## config.mk

```make
export PLATFORM = sky130hd
export DESIGN_NAME = tick_gen_multi
export DESIGN_NICKNAME = d
export VERILOG_FILES = /design/src/rtl/tick_gen_pkg.sv /design/src/rtl/tick_gen_ch.sv /design/src/rtl/tick_gen_multi.sv
export SDC_FILE = /design/constraint.sdc
export NUM_CORES = 1
export LEC_CHECK = 0
export ABC_CLOCK_PERIOD_IN_PS = 4200
export CAP_MARGIN = 15
export CELL_PAD_IN_SITES_DETAIL_PLACEMENT = 1
export CELL_PAD_IN_SITES_GLOBAL_PLACEMENT = 1
export CORE_ASPECT_RATIO = 1.5
export CORE_MARGIN = 10
export CORE_UTILIZATION = 45
export DETAILED_ROUTE_END_ITERATION = 12
export GPL_TIMING_DRIVEN = 0
export PLACE_DENSITY_LB_ADDON = 0.1
export SLEW_MARGIN = 15
export SYNTH_ARGS = -nofsm -noshare
export SYNTH_HDL_FRONTEND = slang
export SYNTH_HIERARCHICAL = 1
export SYNTH_SLANG_ARGS = --single-unit
```

## constraint.sdc

```tcl
create_clock -name clk_in -period 4.2 [get_ports clk_in]
set_clock_uncertainty 0.1 [all_clocks]
set_input_delay 0.84 -clock clk_in [delete_from_list [all_inputs] [get_ports clk_in]]
set_output_delay 0.84 -clock clk_in [all_outputs]
set_load 0.05 [all_outputs]
```

## src/rtl/tick_gen_pkg.sv

```systemverilog
// Shared constants and per-channel state types for the tick_gen_multi tick generator.
package tick_gen_pkg;

  localparam int TG_CNT_W       = 22;
  localparam int TG_DEFAULT_DIV = 4000000;
  // Internal channel state width; the CNT_W parameter must not exceed it.
  localparam int TG_STATE_W     = 32;

  typedef enum logic {
    MODE_PERIODIC = 1'b0,
    MODE_ONESHOT  = 1'b1
  } tg_mode_e;

  typedef struct packed {
    logic [TG_STATE_W-1:0] cnt;
    logic [TG_STATE_W-1:0] p_act;
    logic [TG_STATE_W-1:0] p_sh;
    logic                  sh_valid;
    tg_mode_e              mode;
    logic                  done;
  } tg_ch_state_t;

endpackage

```

## src/rtl/tick_gen_ch.sv

```systemverilog
// One tick channel: programmable period, periodic/one-shot mode, shadowed period updates.
// Optional square-wave output when TICK_GEN_SQUARE_EN is defined.
module tick_gen_ch
  import tick_gen_pkg::*;
#(
  parameter int CNT_W       = TG_CNT_W,
  parameter int DEFAULT_DIV = TG_DEFAULT_DIV
) (
  input  logic             clk_in,
  input  logic             rst_n,
  input  logic             en,
  input  logic             sync_in,
  input  logic             wr,
  input  logic [CNT_W-1:0] wr_period,
  input  logic             wr_oneshot,
  output logic             tick,
  output logic             done
`ifdef TICK_GEN_SQUARE_EN
  ,
  output logic             sq
`endif
);

  localparam logic [TG_STATE_W-1:0] RST_P = TG_STATE_W'(DEFAULT_DIV);

  tg_ch_state_t          r_st;
  tg_ch_state_t          w_st_nxt;
  logic                  r_tick;
  logic                  w_tick_nxt;
  logic                  w_wrap;
  logic [TG_STATE_W-1:0] w_period;

  assign w_period = TG_STATE_W'(wr_period);
  assign w_wrap   = (r_st.cnt == (r_st.p_act - TG_STATE_W'(1)));

  // Next-state: accepted write beats sync, sync beats hold/count.
  always_comb begin
    w_st_nxt   = r_st;
    w_tick_nxt = 1'b0;
    if (wr) begin
      w_st_nxt.cnt  = '0;
      w_st_nxt.done = 1'b0;
      w_st_nxt.p_sh = w_period;
      w_st_nxt.mode = wr_oneshot ? MODE_ONESHOT : MODE_PERIODIC;
      if (en && !r_st.done) begin
        w_st_nxt.sh_valid = 1'b1;
      end else begin
        w_st_nxt.p_act    = w_period;
        w_st_nxt.sh_valid = 1'b0;
      end
    end else if (sync_in) begin
      w_st_nxt.cnt  = '0;
      w_st_nxt.done = 1'b0;
      if (r_st.sh_valid) begin
        w_st_nxt.p_act    = r_st.p_sh;
        w_st_nxt.sh_valid = 1'b0;
      end else begin
        w_st_nxt.p_act = r_st.p_act;
      end
    end else if (!en || r_st.done) begin
      // Applying a shadow while stopped restarts the count so cnt stays below P_act.
      if (r_st.sh_valid) begin
        w_st_nxt.p_act    = r_st.p_sh;
        w_st_nxt.sh_valid = 1'b0;
        w_st_nxt.cnt      = '0;
      end else begin
        w_st_nxt.cnt = r_st.cnt;
      end
    end else if (w_wrap) begin
      w_st_nxt.cnt = '0;
      w_tick_nxt   = 1'b1;
      if (r_st.sh_valid) begin
        w_st_nxt.p_act    = r_st.p_sh;
        w_st_nxt.sh_valid = 1'b0;
      end else begin
        w_st_nxt.p_act = r_st.p_act;
      end
      if (r_st.mode == MODE_ONESHOT) begin
        w_st_nxt.done = 1'b1;
      end else begin
        w_st_nxt.done = 1'b0;
      end
    end else begin
      w_st_nxt.cnt = r_st.cnt + TG_STATE_W'(1);
    end
  end

  // Channel state and tick registers.
  always_ff @(posedge clk_in or negedge rst_n) begin
    if (!rst_n) begin
      r_st   <= '{cnt: '0, p_act: RST_P, p_sh: RST_P, sh_valid: 1'b0,
                  mode: MODE_PERIODIC, done: 1'b0};
      r_tick <= 1'b0;
    end else begin
      r_st   <= w_st_nxt;
      r_tick <= w_tick_nxt;
    end
  end

  assign tick = r_tick;
  assign done = r_st.done;

`ifdef TICK_GEN_SQUARE_EN
  logic r_sq;
  logic w_sq_nxt;

  // Square output toggles per tick and restarts low on sync or accepted write.
  always_comb begin
    w_sq_nxt = r_sq;
    if (wr || sync_in) begin
      w_sq_nxt = 1'b0;
    end else if (w_tick_nxt) begin
      w_sq_nxt = ~r_sq;
    end else begin
      w_sq_nxt = r_sq;
    end
  end

  // Square output register.
  always_ff @(posedge clk_in or negedge rst_n) begin
    if (!rst_n) begin
      r_sq <= 1'b0;
    end else begin
      r_sq <= w_sq_nxt;
    end
  end

  assign sq = r_sq;
`endif

endmodule

```

## src/rtl/tick_gen_multi.sv

```systemverilog
// Multi-channel tick generator top: decodes config writes, flags rejected writes, fans out sync.
// Optional square outputs (port sq) are built when TICK_GEN_SQUARE_EN is defined.
module tick_gen_multi
  import tick_gen_pkg::*;
#(
  parameter int NUM_CH      = 4,
  parameter int CNT_W       = TG_CNT_W,
  parameter int DEFAULT_DIV = TG_DEFAULT_DIV
) (
  input  logic                                              clk_in,
  input  logic                                              rst_n,
  input  logic [NUM_CH-1:0]                                 en,
  input  logic                                              sync_in,
  input  logic                                              cfg_valid,
  input  logic [((NUM_CH > 1) ? $clog2(NUM_CH) : 1)-1:0]    cfg_ch,
  input  logic [CNT_W-1:0]                                  cfg_period,
  input  logic                                              cfg_oneshot,
  output logic                                              cfg_err,
  output logic [NUM_CH-1:0]                                 tick,
  output logic [NUM_CH-1:0]                                 done
`ifdef TICK_GEN_SQUARE_EN
  ,
  output logic [NUM_CH-1:0]                                 sq
`endif
);

  localparam int CH_W     = (NUM_CH > 1) ? $clog2(NUM_CH) : 1;
  localparam int CH_CMP_W = CH_W + 1;

  logic              w_cfg_ok;
  logic [NUM_CH-1:0] w_wr;
  logic              r_cfg_err;

  // Channel index is widened so a non-power-of-two NUM_CH can reject the spare codes.
  assign w_cfg_ok = cfg_valid && (cfg_period != CNT_W'(0)) &&
                    ({1'b0, cfg_ch} < CH_CMP_W'(NUM_CH));

  // Rejected-write flag, one cycle after the offending write.
  always_ff @(posedge clk_in or negedge rst_n) begin
    if (!rst_n) begin
      r_cfg_err <= 1'b0;
    end else begin
      r_cfg_err <= cfg_valid && !w_cfg_ok;
    end
  end

  assign cfg_err = r_cfg_err;

  for (genvar i = 0; i < NUM_CH; i++) begin : g_ch
    assign w_wr[i] = w_cfg_ok && (cfg_ch == CH_W'(i));

    tick_gen_ch #(
      .CNT_W       (CNT_W),
      .DEFAULT_DIV (DEFAULT_DIV)
    ) u_ch (
      .clk_in     (clk_in),
      .rst_n      (rst_n),
      .en         (en[i]),
      .sync_in    (sync_in),
      .wr         (w_wr[i]),
      .wr_period  (cfg_period),
      .wr_oneshot (cfg_oneshot),
      .tick       (tick[i]),
      .done       (done[i])
`ifdef TICK_GEN_SQUARE_EN
      ,
      .sq         (sq[i])
`endif
    );
  end

endmodule

```

### After elaboration in Yosys (flattened, before gate mapping)

Index checks and enable logic that the tools add are counted.

* bits in registers: 361
* input bits: 33
* output and inout bits: 9
* word-level logic and storage cells: 186

* add/sub/neg operators: 8
* eq/ne operators: 19
* mux-type cells: 89
* reductions and logical operators: 41

Operators by type and width (count)
* 2-to-1 mux 64 bit: 12
* 2-to-1 mux 32 bit: 20
* adder 32 x 1 -> 32 bit (second input constant): 4
* == test 32 bit: 4
* subtractor 32 x 1 -> 32 bit (second input constant): 4
* 2-to-1 mux 1 bit: 57
* nonzero test 22 bit: 1
* inequality test 4 x 2 -> 1 bit (second input constant): 4
* AND reduction 2 bit: 8
* nonzero test 4 bit: 4
* inequality test 3 x 2 -> 1 bit (second input constant): 4
* nonzero test 3 bit: 4
* logical AND 1 bit: 10
* logical NOT 1 bit: 9
* inequality test 2 bit (second input constant): 4
* == test 2 bit (second input constant): 2
* logical OR 1 bit: 4
* == test 2 x 1 -> 1 bit (second input constant): 1
* logical NOT 2 bit: 1

### Depth between registers and ports, before layout

Gate-level depths: netlist (run 1).

* depth in word-level cells: 6
* depth in mapped cells: 14

### Modules after synthesis

Netlist (run 1), hierarchy kept.

By module, submodules not included
* tick_gen_ch (g_ch[0].u_ch ...): instances 3, cells each 409, area an instance 4410.5 µm²
* tick_gen_ch (g_ch[3].u_ch): instances 1, cells each 429, area an instance 4411.7 µm²
* tick_gen_multi: instances 1, cells each 19, area an instance 130.1 µm²

### Worst setup path after synthesis (run 1)

Ideal clock, no wire load.

* kind: input port to flip-flop
* start point: input port cfg_period[4]
* end point: register g_ch[3].u_ch/r_st[98] in the netlist's numbering
* library setup time: 121 ps
* arrival time: 3713 ps
* setup slack: 266 ps
* cell stages on the path: 14
* buffers on the path: 2
* cells stage by stage: or4_1 nor2_2 a21oi_1 clkbuf_1 or2_2 nor3_1 and4b_1 clkbuf_1 nand3_1 nor3_1 and3b_1 or3b_2 xor2_1 nor2_1

* word-level cells in the longest chain between the ends: 4

Ends and longest elaborated chain
* start, declared: line tick_gen_multi.sv:16 `input logic [CNT_W-1:0] cfg_period,`
* nonzero test 22 bit *: line tick_gen_multi.sv:35 `assign w_cfg_ok = cfg_valid && (cfg_period != CNT_W'(0)) &&`
* logical AND 1 bit *: line tick_gen_multi.sv:35
* logical AND 1 bit *: line tick_gen_multi.sv:50 `assign w_wr[i] = w_cfg_ok && (cfg_ch == CH_W'(i));`
* net w_wr[3]: line tick_gen_multi.sv:31 `logic [NUM_CH-1:0] w_wr;`
* inequality test 4 x 2 -> 1 bit (no line) / 2-to-1 mux 64 bit (equally long branches)
* end signal, assigned: line tick_gen_ch.sv:91 `r_st <= '{cnt: '0, p_act: RST_P, p_sh: RST_P, sh_valid: 1'b0,`
* end signal, assigned: line tick_gen_ch.sv:95 `r_st <= w_st_nxt;`
* end, declared: line tick_gen_ch.sv:26 `tg_ch_state_t r_st;`

Mark *: on every way through the listed nets, which the timed path passes. The rest lies on a longest branch.
A chain may end at the register's enable or synchronous reset.

### Worst setup path in the final report (run 1)

* start point: register g_ch[3].u_ch/r_st[36] in the netlist's numbering
* end point: register g_ch[3].u_ch/r_st[44] in the netlist's numbering

* word-level cells in the longest chain between the ends: 4

Ends and longest elaborated chain
* subtractor 32 x 1 -> 32 bit: line tick_gen_ch.sv:34 `assign w_wrap = (r_st.cnt == (r_st.p_act - TG_STATE_W'(1)));`
* == test 32 bit: line tick_gen_ch.sv:34
* nonzero test 4 bit (no line)
* AND reduction 2 bit (no line)

No other way between the ends.

==> results of run 1 <==
## path summary, 6_finish.rpt
check / from / to / slack [ns]
hold / removal: rst_n / g_ch[2].u_ch/r_st[72] / 0.11
hold reg to reg: g_ch[3].u_ch/r_st[4] / g_ch[3].u_ch/r_st[4] / 0.40
setup reg to reg: g_ch[3].u_ch/r_st[36] / g_ch[3].u_ch/r_st[44] / 0.15
setup / recovery: g_ch[3].u_ch/r_st[36] / g_ch[3].u_ch/r_st[44] / 0.15
max in group asynchronous: rst_n / g_ch[0].u_ch/r_st[54] / 2.40
min in group clk_in: g_ch[3].u_ch/r_st[4] / g_ch[3].u_ch/r_st[4] / 0.40
## per-stage QoR
step | TNS, ns | hold WS (ns) | area [um^2] | setup WS, ns
floorplan | 0 | 0.3681 | 17770 | 0.2656
global placement | -3618.12 | 0.3772 | 18810 | -11.89
detailed placement | -65.23 | 0.3850 | 18920 | -1.454
CTS | 0 | 0.1221 | 20240 | 0.01725
global route | -0.005797 | 0.1443 | 20310 | -0.005797
finish | 0 | 0.1058 | 20310 | 0.1453
## state kept, by name, summed over array words and instances (netlist names)
| name | cells |
|---|---|
| g_ch.u_ch/done | 4 |
| cfg_err | 1 |
| g_ch.u_ch/tick | 4 |
| g_ch.u_ch/r_st | 312 |
## Yosys cell counts (29+ instances only)
library cell | number | area share, %
a21oi_1 | 41 | 1.2
dfrtp_1 | 265 | 37
dfstp_2 | 56 | 8.3
inv_1 | 35 | 0.74
mux2_2 | 104 | 6.6
mux2_4 | 60 | 5.1
nand2_1 | 85 | 1.8
nand3_1 | 74 | 2.1
nand4_1 | 43 | 1.5
nor2_1 | 233 | 4.9
nor3_1 | 53 | 1.5
nor4_1 | 29 | 1.0
xnor2_1 | 119 | 5.9
xor2_1 | 96 | 4.7
## layer usage
layer	GRT usage, %	up-vias	share of wire (%)
met3	2.155	84	1.8
met2	35.68	121	54
met4	7.957	0	3.7
met1	21.57	6602	41
met5	0	-	0
li1	-	6139	-
## worst max-delay path, cell delays in order (launching register included)
cell and delay, ns:
dfrtp_1 0.43, or4_1 0.52, buf_2 0.19, or2_1 0.30, o41ai_2 0.39, nor2_1 0.09
or4_1 0.54, nor4_2 0.26, a21oi_2 0.23, a211oi_4 0.23, buf_4 0.17, buf_6 0.14
mux2_1 0.33
## cells by family (layout without fill, tap and decap cells)
logic type,count (synthesis),count (layout)
multiplexers,191,191
XOR/XNOR,215,215
AND/OR/NAND/NOR,701,701
adder cells (fa/ha/maj),8,8
buffers and inverters,95,212
flip-flops,321,321
AO/OA/AOI/OAI,144,144
## power by group through the flow
stage	clock, mW	combinational (mW)	sequential [mW]
2_1_floorplan	0	1.94	4.14
3_3_place_gp	0	2.39	4.34
3_5_place_dp	0	2.48	4.35
4_1_cts	3.51	2.51	4.31
5_1_grt	3.62	2.77	4.42
6_report	3.40	2.51	4.32
## layout make-up
type	instances	area (um^2)
Clock buffer	46	1020
Multi-Input combinational cell	1259	9234
Fill cell	4229	18890
Buffer	60	392.9
Timing Repair Buffer	55	551.8
Inverter	35	131.4
Clock inverter	16	250.2
Sequential cell	321	8103
Tap cell	500	625.6
## what timing repair did
action / 4_1_cts / 5_1_grt
buffers inserted: 2 / 8
pin swaps: 1 / 6
endpoints found under the setup margin: 64 / 104
gates resized for setup: 34 / 30
==> flow_summary.toml, run 1 <==
[status]
status = "complete, no violations"

[power_and_ir_drop]
pwr-share-seq_pct = 42.2
p_comb_share_pct = 24.5
p_int_mw = 7.056
swShare_pct = 31.00
power_frac_clock_pct = 33.2
p_leak_nw = 8.105
totalPowerFinal_mw = 10.23
power.density_nw_per_um2 = 503.5
vdd_drop_max_v = 0.0004167
p_switching_mw = 3.170

[routing]
routed_wl_um = 46310
via_per_inst = 5.648
vias = 12950
drtPass1Iterations = 4
ant_nets = 0
wl_per_cell_um = 20.21
drt_iter0_markers = 593
drc_errors = 0

[flow_run]
maxCapViolations = 0

[cts]
root_buffer = "clkbuf_16"
cts_tree = "built"
insertion_delay_ns = 0.53
postCtsHoldBufs = 0
cts_buffers = 35
clock_sinks = 321
htreeDepth = 2
clock_path_buffers = 3
clkTransAtPathRegs_ns = 0.06

[sta]
period_share_pct = 96.54
slew_viol_final = 0
max_slew_margin_pct = 48.15
max_freq_mhz = 246.6
setup_viol = 0
hold_viol = 0
timing.final.crit_period_ns = 4.055
worstMarginPinSlew_ns = 0.7753

[setup_path]
crit_arrival_ns = 4.37
critical_path_class = "reg2reg"
start_kind = "register"
endpoint_kind = "register"
required_ns = 4.52
r2r_cells = 12
crit_fanout = 10

[cells_and_area]
final_util_pct = 51.81
drive_gt1_share_pct = 22.21
finalNonFillerCells = 2292
nets = 1808
final_cell_mix = "dfrtp_1 (265), nor2_1 (233), xnor2_1 (119), mux2_2 (104), xor2_1 (96)"
final_common_cell = "dfrtp_1"
area_growth_pct = 14.26
antenna_cells = 0

[grt]
grt_max_degree = 75
gr-total-overflow = 0
grt_pass1_vias = 14030
grt_first_pass_wirelength_um = 75750
antenna_found_initial = 0
grt_usage_pct = 19.20

[synthesis]
synth_fa_ha_area_share_pct = 0.5632
synth_mux_area_share_pct = 13.32
syn_area_um2 = 17770
seq_area_frac_synth_pct = 45.59
synth_top_family_by_area = "simple AND/OR/NAND/NOR gates"
ys_ff_latch = 321
synth_compound_area_share_pct = 6.005
synthFlopType = "dfrtp_1"
synth.distinct_cells = 73
synth_cells = 1675
synthArstFlopShare_pct = 100.0
syn_avg_cell_area_um2 = 10.61
yosysWarnings = 6
syn_nets = 1716
synth_simple_gate_area_share_pct = 21.01
synth_edf_count = 0
synthXorXnorAreaFrac_pct = 10.59

[min_path]
hp-class = "in2async"

[floorplan]
dieArea_um2 = 48010
core_um2 = 39200
start_util_pct = 45.34
ioPinCount = 42
die_h_um = 263.4
die_w_um = 182.3
rows = 89

[place]
hpwl_um = 34090
dp.cells = 2220
gp_congestion = 0.8553
port_buffers = 41
Note: power is estimated with default switching activity, not from simulation.
==> run 2: changes to the inputs <==
--- a/config.mk
+++ b/config.mk
@@ -15,6 +15,7 @@
 export DETAILED_ROUTE_END_ITERATION = 12
 export GPL_TIMING_DRIVEN = 0
 export PLACE_DENSITY_LB_ADDON = 0.1
+export REMOVE_ABC_BUFFERS = 1
 export SLEW_MARGIN = 15
 export SYNTH_ARGS = -nofsm -noshare
 export SYNTH_HDL_FRONTEND = slang
==> run 2 against run 1 <==
Against the previous run:
- register-to-register slack barely moved
- count of clock-buffer cells in the layout grew 3
- critical path depth is 2 lower
- via count increased by 0.60%
- highest routed layer unchanged
- core utilization is 0.52 points higher
- largest power group unchanged
- critical path type unchanged
- non-clock buffer count decreased by 35
- sequential share of layout area is 0.39 points lower
- fmax is 0.30% lower
- setup slack lost 0.012 ns
==> flow_summary.toml, run 2 (synthesized netlist as in run 1, its figures left out) <==
[status]
status = "complete, no violations"

[setup_path]
crit_arrival_ns = 4.39
required_ns = 4.52
critical_path_class = "reg2reg"
start_kind = "register"
endpoint_kind = "register"
worstSetupStartpoint = "g_ch[3].u_ch/r_st[36]"
rrSetupSlack_ns = 0.13
crit_fanout = 8
r2r-start = "g_ch[3].u_ch/r_st[36]"

[routing]
wl_per_cell_um = 21.07
drtPass1Iterations = 4
via_per_inst = 5.755
routed_wl_um = 47680
ant_nets = 0
drt_iter0_markers = 566
drc_errors = 0
vias = 13020

[min_path]
hp-class = "in2async"

[sta]
slew_viol_final = 0
rsz0062_at_grt = "false"
setup_viol = 0
hold_viol = 0
max_slew_margin_pct = 37.56
setup_tns_ns = 0
worstMarginPinSlew_ns = 0.9268
max_freq_mhz = 245.9
timing.final.crit_period_ns = 4.067
period_share_pct = 96.83

[cts]
clock_path_buffers = 3
clkTransAtPathRegs_ns = 0.06
root_buffer = "clkbuf_16"
cts_tree = "built"
htreeDepth = 2
clock_sinks = 321
insertion_delay_ns = 0.54
cts_buffers = 35

[flow_run]
maxCapViolations = 0

[cells_and_area]
final_util_pct = 52.33
final_cell_mix = "dfrtp_1 (265), nor2_1 (230), xnor2_1 (119), mux2_2 (104), xor2_1 (96)"
nets = 1778
area_growth_pct = 15.40
antenna_cells = 0
top_register = "g_ch.u_ch/r_st"
final_common_cell = "dfrtp_1"
largest_reg_flops = 312
drive_gt1_share_pct = 22.29

[floorplan]
die_w_um = 182.3
rows = 89
ioPinCount = 42
start_util_pct = 45.34
dieArea_um2 = 48010
die_h_um = 263.4
core_um2 = 39200

[power_and_ir_drop]
vdd_drop_max_v = 0.0003498
power.density_nw_per_um2 = 498.1
p_leak_nw = 8.210
totalPowerFinal_mw = 10.22

[place]
gp_congestion = 0.8366
hpwl_um = 32960
port_buffers = 41

[grt]
grt_max_degree = 107
grt_first_pass_wirelength_um = 77220
grt_pass1_vias = 14190
antenna_found_initial = 0
grt_usage_pct = 19.71
gr-total-overflow = 0
[run 2: cell types whose count changed in the layout (fill, tap and decap cells not counted), moves of 4 or more]
cell / previous run / this run
dlygate4sd2_1: 9 / 14
a21oi_1: 40 / 35
clkbuf_1: 24 / 5
buf_16: 4 / 8
a21oi_4: 3 / 13
dlymetal6s2s_1: 0 / 8
buf_6: 5 / 0
buf_1: 4 / 0
clkbuf_2: 11 / 0
buf_4: 9 / 23
buf_2: 22 / 0
[run 2: through the flow]
step	area (um^2)	cells	hold slack, ns	setup slack [ns]
after global routing	20510	2263	0.03053	0.007886
after detailed placement	18760	2166	0.3842	-1.351
after global placement	18420	2156	0.3774	-11.81
after CTS	20360	2255	0.01064	-0.07757
after floorplan	17390	1615	0.3681	-0.8134
final	20510	2263	0.03072	0.1329
[run 2: what timing repair did]
action | 4_1_cts | 5_1_grt
hold buffers | 0 | 0
setup buffers | 21 | 8
endpoints found under the setup margin | 155 | 165
cloned | 5 | 0
pin swaps | 14 | 4
resized for setup | 31 | 19
hold endpoints to repair | 0 | 0
[run 2: area by class of cell]
cell class | instances | area, um^2
clock buffer | 49 | 1041
sequential | 321 | 8103
tap | 500 | 625.6
multi-input combinational | 1264 | 9448
fill | 4200 | 18690
timing repair buffer | 80 | 960.9
inverter | 35 | 131.4
clock inverter | 14 | 201.4
[run 2: routing by layer]
layer / global-route usage [%] / up-vias / wire, um
li1: - / 6101 / -
met1: 22.61 / 6701 / 19420
met2: 36.38 / 148 / 25760
met3: 2.485 / 74 / 1216
met4: 7.075 / 0 / 1281
met5: 0 / - / 0
[run 2: power breakdown]
group / internal, mW / total (mW) / leakage [nW] / switching (mW)
combinational: 1.25 / 2.50 / 3.57 / 1.25
sequential: 3.71 / 4.38 / 4.03 / 0.669
clock: 2.04 / 3.33 / 0.614 / 1.29
[run 2: worst max-delay path, stage by stage, from the launching register on]
cell	delay, ns
dfrtp_1	0.43
or4_1	0.72
or2_1	0.32
o41ai_2	0.37
nor2_1	0.09
or4_1	0.59
nor4_4	0.31
a21oi_4	0.21
a211oi_4	0.27
buf_4	0.21
mux2_1	0.32
[run 2: worst paths after layout]
| path | endpoint | depth (start not counted) |
|---|---|---|
| worst max-delay path | g_ch[3].u_ch/r_st[50] | 10 |
| worst min-delay path | g_ch[2].u_ch/r_st[93] | 1 |
| worst max register to register | g_ch[3].u_ch/r_st[50] | 10 |
| worst min register to register | g_ch[3].u_ch/r_st[9] | 1 |
| max in group asynchronous | g_ch[0].u_ch/r_st[53] | 3 |
| min in group clk_in | g_ch[3].u_ch/r_st[9] | 1 |
==> run 3: changes to the inputs <==
--- a/config.mk
+++ b/config.mk
@@ -7,14 +7,11 @@
 export LEC_CHECK = 0
 export ABC_CLOCK_PERIOD_IN_PS = 4200
 export CAP_MARGIN = 15
-export CELL_PAD_IN_SITES_DETAIL_PLACEMENT = 1
-export CELL_PAD_IN_SITES_GLOBAL_PLACEMENT = 1
 export CORE_ASPECT_RATIO = 1.5
 export CORE_MARGIN = 10
 export CORE_UTILIZATION = 45
 export DETAILED_ROUTE_END_ITERATION = 12
 export GPL_TIMING_DRIVEN = 0
-export PLACE_DENSITY_LB_ADDON = 0.1
 export REMOVE_ABC_BUFFERS = 1
 export SLEW_MARGIN = 15
 export SYNTH_ARGS = -nofsm -noshare
==> run 3 against run 2 <==
Against the previous run:
- non-clock buffer count down 4
- core utilization down 0.37 points
- register-to-register slack improved by 0.04 ns
- largest cell class unchanged
- count of clock-buffer cells in the layout fell by 1
- cell count fell by 0.13%
- critical path depth rose by 4
- sequential power about the same
- combinational power decreased by 2%
- sequential share of layout area is 0.28 points higher
- setup slack better by 0.0048 ns
- clock power is 9.6% lower
- wire length fell by 8.6%
==> flow_summary.toml, run 3 (synthesized netlist as in run 1, its figures left out) <==
[status]
status = "complete, no violations"

[cts]
clock_sinks = 321
htreeDepth = 2
clock_path_buffers = 3
postCtsHoldBufs = 0
cts_buffers = 34
insertion_delay_ns = 0.53
cts_tree = "built"
clkTransAtPathRegs_ns = 0.06
root_buffer = "clkbuf_16"

[cells_and_area]
largest_reg_flops = 312
area_growth_pct = 14.59
drive_gt1_share_pct = 21.94
fill_cells = 3419
nets = 1775
final_common_cell = "dfrtp_1"
final_cell_mix = "dfrtp_1 (265), nor2_1 (231), xnor2_1 (119), mux2_2 (104), xor2_1 (96)"
top_register = "g_ch.u_ch/r_st"
finalNonFillerCells = 2260

[setup_path]
crit_arrival_ns = 4.37
endpoint_kind = "register"
crit_fanout = 24
critical_path_class = "in2reg"
required_ns = 4.51
start_kind = "input port"

[sta]
period_share_pct = 96.72
max_freq_mhz = 246.2
worstMarginPinSlew_ns = 1.346
final.setup.worst_slack_ns = 0.1377
setup_tns_ns = 0
hold_viol = 0
timing.final.crit_period_ns = 4.062
setup_viol = 0
max_slew_margin_pct = 9.424
rsz0062_at_grt = "false"
slew_viol_final = 0

[routing]
vias = 12840
drtPass1Iterations = 5
drt_iter0_markers = 664
via_per_inst = 5.681
wl_per_cell_um = 19.27
routed_wl_um = 43550
ant_nets = 0
drc_errors = 0

[grt]
grt_first_pass_wirelength_um = 70540
grt_usage_pct = 17.84
gr-total-overflow = 0
grt_pass1_vias = 12980
antenna_found_initial = 2
grt_max_degree = 106

[power_and_ir_drop]
totalPowerFinal_mw = 9.813
p_leak_nw = 8.059
pwr-share-seq_pct = 44.3
p_switching_mw = 3.109
power.density_nw_per_um2 = 481.8
p_comb_share_pct = 25.0
vdd_drop_max_v = 0.0004104
power_frac_clock_pct = 30.7
p_int_mw = 6.703
swShare_pct = 31.69

[min_path]
hp-class = "in2async"

[place]
gp_congestion = 0.8704
hpwl_um = 29390
dp_slack_ns = -1.252
port_buffers = 41
dp.cells = 2164

[floorplan]
die_w_um = 182.3
start_util_pct = 45.34
dieArea_um2 = 48010
die_h_um = 263.4
core_um2 = 39200
rows = 89
ioPinCount = 42

[flow_run]
maxCapViolations = 0
run 3: changes by cell type in the layout (fill, tap and decap cells not counted), moves of 4 or more:
cell,delta
buf_12,+5
buf_4,-6
dlymetal6s2s_1,-6
clkbuf_1,+4
clkdlybuf4s50_1,+7
run 3: path summary, 6_finish.rpt:
kind                       slack (ns)             startpoint  cells after the start                    end
min                              0.12                  rst_n                      1      g_ch[1].u_ch/tick
min reg2reg                      0.40   g_ch[3].u_ch/r_st[9]                      1   g_ch[3].u_ch/r_st[9]
max reg2reg                      0.17  g_ch[3].u_ch/r_st[35]                     10  g_ch[3].u_ch/r_st[42]
max in group asynchronous        2.60                  rst_n                      3  g_ch[3].u_ch/r_st[75]
max                              0.14         cfg_period[10]                     14  g_ch[3].u_ch/r_st[98]
min in group clk_in              0.40   g_ch[3].u_ch/r_st[9]                      1   g_ch[3].u_ch/r_st[9]
run 3: what timing repair did:
action | 4_1_cts | 5_1_grt
setup buffers | 18 | 9
cloned | 6 | 1
resized for setup | 28 | 18
pin swaps | 14 | 4
setup endpoints to repair | 142 | 167
run 3: routing by layer:
layer	vias up	global-route usage, %	share of wire (%)
met5	-	0	0
met4	0	6.921	3.5
met3	77	2.100	3.2
met2	204	32.05	52
met1	6466	21.11	41
li1	6092	-	-
run 3: cell type report:
cell class	instances	area [um^2]	share of cell area, %
clock inverters	13	136.4	0.6697
diodes	1	2.502	0.01229
clock buffers	48	964.7	4.737
multi-input cells	1266	9489	46.59
repair buffers	76	913.4	4.485
flip-flops and latches	321	8103	39.79
inverters	35	131.4	0.6451
well taps	500	625.6	3.072
run 3: metrics by stage:
stage / instance area (um^2) / utilization [%] / hold WS [ns]
finish: 20370 / 51.96 / 0.1218
floorplan: 17390 / - / 0.3681
global route: 20360 / 51.95 / 0.1331
global placement: 18420 / 47.00 / 0.3776
CTS: 20150 / 51.40 / 0.1077
detailed placement: 18690 / 47.68 / 0.3833
run 3: critical path, cell delays in order:
cell           delay [ns]
dlygate4sd2_1        0.58
nor4_1               0.09
and4_2               0.33
a21oi_4              0.25
buf_16               0.21
or2_2                0.17
nor3_4               0.07
and4b_2              0.41
nand3_2              0.18
nor3_4               0.29
and3b_1              0.25
or3b_2               0.47
xor2_1               0.14
nor2_1               0.05
run 3: power by group through the flow:
stage / combinational, mW / clock (mW) / sequential [mW]
after global placement: 2.25 / 0 / 4.37
final: 2.45 / 3.01 / 4.35
after detailed placement: 2.33 / 0 / 4.38
after global routing: 2.71 / 3.21 / 4.44
after floorplan: 1.85 / 0 / 4.17
after CTS: 2.40 / 3.10 / 4.34
